===== config.mk =====
export PLATFORM = sky130hd
export DESIGN_NAME = tx_frame_serializer_flat
export DESIGN_NICKNAME = d
export VERILOG_FILES = /design/src/rtl/tx_frame_serializer_if.sv /design/src/rtl/tx_frame_serializer.sv /design/src/flat_wrapper.sv
export SDC_FILE = /design/constraint.sdc
export NUM_CORES = 1
export LEC_CHECK = 0
export BUFFER_PORTS_ARGS = -buffer_cell sky130_fd_sc_hd__buf_2
export CORE_MARGIN = 8
export CORE_UTILIZATION = 45
export DETAILED_ROUTE_END_ITERATION = 10
export MAX_ROUTING_LAYER = met4
export PLACE_DENSITY = 0.68
export SYNTH_ARGS = -nofsm -noshare
export SYNTH_HDL_FRONTEND = slang
export SYNTH_SLANG_ARGS = --single-unit

===== constraint.sdc =====
create_clock -name clk -period 1.8 [get_ports clk]
set_input_delay 0.36 -clock clk [delete_from_list [all_inputs] [get_ports clk]]
set_output_delay 0.36 -clock clk [all_outputs]
set_load 0.005 [all_outputs]

===== src/rtl/tx_frame_serializer_if.sv =====
// Transmit-side handshake bundle between the flip-code logic and the frame
// serializer.
//   Tx_Data  : payload slice of the transmit word
//   Tx_Flip  : flip pattern aligned with Tx_Data
//   Tx_Valid : source holds a frame to send
//   Tx_Ready : serializer can take a frame this cycle
// master = frame source, slave = serializer.
interface tx_frame_serializer_if #(
  parameter int PAYLOAD_W = 10,
  parameter int FLIP_W    = 7
);
  logic [PAYLOAD_W-1:0] Tx_Data;
  logic [FLIP_W-1:0]    Tx_Flip;
  logic                 Tx_Valid;
  logic                 Tx_Ready;

  modport master (output Tx_Data, output Tx_Flip, output Tx_Valid, input Tx_Ready);
  modport slave  (input Tx_Data, input Tx_Flip, input Tx_Valid, output Tx_Ready);
endinterface


===== src/rtl/tx_frame_serializer.sv =====
// Frame serializer: accepts one {Tx_Flip, Tx_Data} word per frame over a
// valid/ready handshake and shifts it out as
//   start(0) | flip LSB first | data LSB first | even parity | stop(1)
// with every bit held for BAUD_DIV clocks.
// Ports:
//   clk, rst     : clock, asynchronous active-high reset
//   tx           : handshake bundle (slave side)
//   Tx_Serial    : registered serial line, idles high
//   Tx_Busy      : a frame is in flight
//   Tx_Done      : high during the last clock of the stop bit
//   Tx_Frame_Cnt : completed-frame counter, wraps
module tx_frame_serializer #(
  parameter int PAYLOAD_W = 10,
  parameter int FLIP_W    = 7,
  parameter int BAUD_DIV  = 4,
  parameter int CNT_W     = 8
) (
  input  logic                 clk,
  input  logic                 rst,
  tx_frame_serializer_if.slave tx,
  output logic                 Tx_Serial,
  output logic                 Tx_Busy,
  output logic                 Tx_Done,
  output logic [CNT_W-1:0]     Tx_Frame_Cnt
);

  localparam int SH_W   = FLIP_W + PAYLOAD_W + 1;
  localparam int MAX_W  = (FLIP_W > PAYLOAD_W) ? FLIP_W : PAYLOAD_W;
  localparam int BIT_W  = (MAX_W > 1) ? $clog2(MAX_W) : 1;
  localparam int BAUD_W = (BAUD_DIV > 1) ? $clog2(BAUD_DIV) : 1;

  typedef enum logic [2:0] {
    S_IDLE, S_START, S_FLIP, S_DATA, S_PARITY, S_STOP
  } state_t;

  state_t            state, state_nxt;
  logic [SH_W-1:0]   shreg;     // {parity, data, flip}; bit 0 is next to send
  logic [BIT_W-1:0]  bit_cnt;   // bit index within FLIP or DATA
  logic [BAUD_W-1:0] baud_cnt;  // clock index within the current bit
  logic              accept;
  logic              baud_end;

  // NOTE: every always_comb output gets a default first, so no path can
  // leave it unassigned and infer a latch.
  always_comb begin
    state_nxt = state;
    accept    = 1'b0;
    baud_end  = (baud_cnt == BAUD_W'(BAUD_DIV - 1));
    case (state)
      S_IDLE: begin
        accept = tx.Tx_Valid;
        if (accept) state_nxt = S_START;
      end
      S_START:  if (baud_end) state_nxt = S_FLIP;
      S_FLIP:   if (baud_end && bit_cnt == BIT_W'(FLIP_W - 1)) state_nxt = S_DATA;
      S_DATA:   if (baud_end && bit_cnt == BIT_W'(PAYLOAD_W - 1)) state_nxt = S_PARITY;
      S_PARITY: if (baud_end) state_nxt = S_STOP;
      S_STOP:   if (baud_end) state_nxt = S_IDLE;
      default:  state_nxt = S_IDLE;
    endcase
  end

  assign tx.Tx_Ready = (state == S_IDLE);
  assign Tx_Busy     = (state != S_IDLE);
  // Decoded from registers only, so it is a clean one-clock pulse that ends
  // on the same edge that returns the FSM to IDLE.
  assign Tx_Done     = (state == S_STOP) && baud_end;

  // NOTE: sequential state uses non-blocking assignments so every register
  // samples the pre-edge values regardless of statement order.
  always_ff @(posedge clk or posedge rst) begin
    if (rst) begin
      state        <= S_IDLE;
      shreg        <= '0;
      bit_cnt      <= '0;
      baud_cnt     <= '0;
      Tx_Serial    <= 1'b1;
      Tx_Frame_Cnt <= '0;
    end else begin
      state <= state_nxt;
      if (accept) begin
        // Capture everything at the accept edge; inputs are don't-care after.
        shreg     <= {^{tx.Tx_Data, tx.Tx_Flip}, tx.Tx_Data, tx.Tx_Flip};
        Tx_Serial <= 1'b0;
        baud_cnt  <= '0;
        bit_cnt   <= '0;
      end else if (state != S_IDLE) begin
        if (!baud_end) begin
          baud_cnt <= baud_cnt + 1'b1;
        end else begin
          baud_cnt <= '0;
          bit_cnt  <= (state_nxt != state) ? '0 : bit_cnt + 1'b1;
          case (state)
            // The bit after START/FLIP/DATA always comes from the shifter;
            // after the last data bit only the parity bit is left in it.
            S_START, S_FLIP, S_DATA: begin
              Tx_Serial <= shreg[0];
              shreg     <= shreg >> 1;
            end
            S_PARITY: Tx_Serial <= 1'b1;
            S_STOP: begin
              Tx_Serial    <= 1'b1;
              Tx_Frame_Cnt <= Tx_Frame_Cnt + 1'b1;
            end
            default: ;
          endcase
        end
      end
    end
  end

endmodule


===== src/flat_wrapper.sv =====
// flat-port wrapper written by rule: the top's interface ports become plain ports
module tx_frame_serializer_flat 
#(
  parameter int PAYLOAD_W = 10,
  parameter int FLIP_W    = 7,
  parameter int BAUD_DIV  = 4,
  parameter int CNT_W     = 8
)
  (clk, rst, Tx_Serial, Tx_Busy, Tx_Done, Tx_Frame_Cnt, tx_Tx_Data, tx_Tx_Flip, tx_Tx_Valid, tx_Tx_Ready);
  tx_frame_serializer_if #(.PAYLOAD_W(PAYLOAD_W), .FLIP_W(FLIP_W)) tx_i ();
  input  logic clk;
  input  logic rst;
  output logic Tx_Serial;
  output logic Tx_Busy;
  output logic Tx_Done;
  output logic [CNT_W-1:0] Tx_Frame_Cnt;
  input wire logic [$bits(tx_i.Tx_Data)-1:0] tx_Tx_Data;
  input wire logic [$bits(tx_i.Tx_Flip)-1:0] tx_Tx_Flip;
  input wire logic [$bits(tx_i.Tx_Valid)-1:0] tx_Tx_Valid;
  output wire logic [$bits(tx_i.Tx_Ready)-1:0] tx_Tx_Ready;
  assign tx_i.Tx_Data = tx_Tx_Data;
  assign tx_i.Tx_Flip = tx_Tx_Flip;
  assign tx_i.Tx_Valid = tx_Tx_Valid;
  assign tx_Tx_Ready = tx_i.Tx_Ready;
  tx_frame_serializer #(.PAYLOAD_W(PAYLOAD_W), .FLIP_W(FLIP_W), .BAUD_DIV(BAUD_DIV), .CNT_W(CNT_W)) u_core (.clk(clk), .rst(rst), .tx(tx_i), .Tx_Serial(Tx_Serial), .Tx_Busy(Tx_Busy), .Tx_Done(Tx_Done), .Tx_Frame_Cnt(Tx_Frame_Cnt));
endmodule

==> impl_summary.md <==
Status
The run finished, with violations left. The checks that failed: negative setup slack.

Critical path
The critical path goes through buf_6 > or4b_4 > a21boi_4 > nor2_8 > buf_12 > nor2_2 > a21oi_1. Of all nets on the critical path, the largest fanout is 8. For the worst setup path, the data arrival time is 2.06 ns. In this run the critical register-to-register path is launched from u_core.state[1].

The path type of the worst setup path is reg -> reg. The count of cells along the worst register-to-register path is 7. The worst stage delay on the critical path is 0.54 ns. The worst-path cell with the longest stage delay is or4b_4.

The launching element type of the critical path is a flop. Data on the critical path is required at its endpoint by 2.02 ns. The endpoint of the worst register-to-register path is u_core.shreg[16].

STA classifies the critical path endpoint as a flop. The startpoint of the most critical setup path is u_core.state[1]. The worst register-to-register path has a setup slack of -0.04 ns.

Cells and area
The number of inserted diodes is 0. Summing all multi-input logic gate instances after layout gives 1100 um^2. In the final design database the tool counted 251 nets.

The number of standard cells in the layout, taps in and fillers out is 279. The area of all placed cells without fillers is 2550 um^2. Fill cells in the final layout number 382. The sequential cell area is 902 um^2. The synthesis-to-layout area growth is 24.4%. The share of post-route cells with drive strength above 1 is 41.9%.

Global route
For this run, global-route usage on met3 was measured as 3.61%. The total congestion overflow is 0. The number of global-route vias before repair is 1476. In the global route stage, met1 resource usage came out at 13.6%. For met2 alone, demand over resource in global routing was 18.3%. Global routing used 11.6% of the available tracks.

The maximum number of pins on one net before global-route repair is 37. The global-route wire length before repair is 6600 um. The number of antenna violations at the first check in global routing is 0. The layer flagged by global routing as most heavily used is met2.

Power
In this run switching power makes up 22.8% of total power. The portion of total power attributed to the clock network is 40.9%. In this run the power spent charging and discharging nets is 394 uW.

For this design the static power due to leakage is 1.32 nW. Of the total power, registers draw 48.7%. The maximum vdd ir drop is 0.000518 V. Dividing total power by cell area gives a power density of 677 nW/um^2. In this run, the combinational gates consume 10.4% of the power. The post-route total power is 1.73 mW. The internal power contribution is 1.33 mW.

CTS
The H-tree generated during clock tree synthesis spans 2 levels. The root buffer cell chosen for the clock tree is clkbuf_8. The register clock-pin slew on the reported worst setup and hold paths is 0.07 ns.

TritonCTS built the clock tree. The number of buffers created by CTS is 5. CTS saw 36 sinks. The clock passes through at most 2 buffers. The clock latency of the later-clocked register in the worst-skew pair is 0.29 ns. The number of hold buffers added after cts is 0.

Synth
During synthesis, Yosys emitted a total of 0 warnings. The commonest cells after synthesis are 35 x dfrtp_1, 18 x mux2i_1, 15 x xnor2_1. The area of the mapped netlist is 2050 um^2.

dfrtp_1 is the most common cell in the netlist. Ranked by total cell area, the synthesized netlist is headed by dfrtp_1 43%, mux2i_1 8.8%, xnor2_1 6.4%, a21oi_2 5.5%, ha_1 3.0%. Summed over all instances, the cell type with the most area after synthesis is dfrtp_1. The synthesized design contains 0 enable-type register cells. The share of synthesized area in the top cell type comes to 42.7%. The number of instances in the synthesized netlist is 183. Synthesis produced a netlist with a net count of 208. Of all flip-flops after synthesis, the portion carrying an async set or reset was 100%. After synthesis, the netlist uses 42 different library cells. In the synthesized netlist the dominant register cell turns out to be dfrtp_1. Of the synthesized area, sequential elements account for 44.0%.

The average size of a mapped cell is 11.2 um^2. The number of synthesized register bits is 36.

Floorplanning
The starting density of the core is 46.8%. The horizontal die dimension is 83.5 um. The die is 83.5 um tall. The area inside the core boundary is 4380 um^2.

The standard-cell row count is 24. The die footprint is 6980 um^2. The count of pins on the block boundary is 32.

Timing
Setup repair after global routing could not meet its margin everywhere. The count of final max-slew check failures is 0. The achievable clock frequency is 544 MHz.

The final critical delay including setup and external delays is 1.84 ns. For the final database, setup skew stands at 0.00912 ns. The transition at the pin with the smallest max-transition slack is 0.463 ns. After routing, the total negative slack on setup checks comes to -0.485 ns. Setup violations remaining at the end of the flow were counted as 17. In this run the tightest slew margin relative to its limit is 69.2%. The final hold violation count is 0. In the post-route analysis, the smallest setup slack over all paths is -0.0392 ns. The final critical path takes up 102% of the cycle.

Detailed routing
Using the TritonRoute via totals, the vias-per-cell ratio works out to 5.16. The count of antenna-violating nets left after detailed routing is 0. Across all layers, the routed design uses 1441 vias. Before antenna repair, the detailed router went through 4 iterations. After detailed routing, the number of remaining DRC violations is 0.

In the final routed layout, each cell accounts on average for 14.3 um. The initial DRC count is 61. The routed design has 3990 um of wire.

Placed design
The placed instances occupy a cell area of 2290 um^2. At the end of routability-driven placement, the weighted congestion stood at 0.792. The half-perimeter wire length after detailed placement is 2850 um. Port buffering added 31 buffers. The cell count after placement is 266.

Min path
The class of the tightest hold or removal check is in -> async.

Run
The max-capacitance violation count is 0.
## logic make-up after synthesis
kind of cell / share of synthesized area (%)
buffers and inverters: 5.18
muxes: 10.4
DFF: 44.0
and+or+nand+nor: 14.6
AOI/OAI and AO/OA: 12.7
adders and majority gates: 3.05
xor gates and xnor gates: 10.1
## timing repair
action	4_1_cts	5_1_grt
setup buffers	1	3
gates resized for setup	4	19
pin swaps	0	3
endpoints found under the hold margin	0	0
setup endpoints to repair	2	19
cloned	0	2
## area by class of cell
class,count,share of cell area [%]
timing repair buffer,47,13.8
inverter,4,0.686
multi-input combinational,132,43.2
clock buffer,5,2.70
clock inverter,3,1.67
sequential,36,35.3
tap,52,2.55
## sequential cells by signal (all words and copies together), names as in the netlist
| signal | flops |
|---|---|
| u_core.Tx_Frame_Cnt | 8 |
| u_core.bit_cnt | 4 |
| u_core.Tx_Serial | 1 |
| u_core.shreg | 18 |
| u_core.baud_cnt | 2 |
| u_core.state | 3 |
## how the worst max path moves through the flow
stage / end / slack (ns)
after global routing: u_core.shreg[16] / -0.11
after detailed placement: u_core.bit_cnt[2] / 0.08
after floorplan: u_core.shreg[10] / 0.05
after global placement: u_core.bit_cnt[2] / 0.13
after CTS: tx_Tx_Ready / -0.03
final: u_core.shreg[16] / -0.04
## power by group through the flow
stage | clock (mW) | combinational [mW] | sequential (mW)
after detailed placement | 0 | 0.178 | 0.852
final | 0.707 | 0.180 | 0.842
after CTS | 0.726 | 0.178 | 0.838
after global routing | 0.759 | 0.197 | 0.843
after global placement | 0 | 0.175 | 0.854
after floorplan | 0 | 0.124 | 0.850
## critical path, delay by kind of cell, from the launching register on
family	cells	cell delay, ns
AND/OR/NAND/NOR	3	0.79
flip-flops	1	0.41
buffers and inverters	2	0.30
AO/OA/AOI/OAI	2	0.28
## metal layers
layer	wire (um)	vias to the layer above	share of wire, %
met1	1900	693	48
met4	47	0	1.2
li1	-	717	-
met5	0	-	0
met3	159	7	4.0
met2	1880	24	47
## per-stage QoR
stage               util, %  hold WS [ns]  worst slack (ns)
finish                 58.2         0.151           -0.0392
floorplan                 -         0.461            0.0528
detailed placement     52.2         0.484            0.0827
global route           58.2         0.217            -0.106
global placement       52.2         0.458             0.129
CTS                    55.2         0.171           -0.0338
## cells in the final DEF (no fill, tap or decap), types with 3 or more instances in the layout
cell type  instances
a21oi_1            4
a21oi_2           14
buf_2             30
buf_4              9
buf_6              4
clkbuf_8           5
dfrtp_1           35
ha_1               4
inv_1              3
mux2_2             3
mux2i_1           18
nand2_1            9
nand3b_1           4
nor2_1             6
nor2_2            10
nor2_4             5
o21ai_0            5
xnor2_1           15
xor2_1             6
Power figures use the tool's default switching activity.
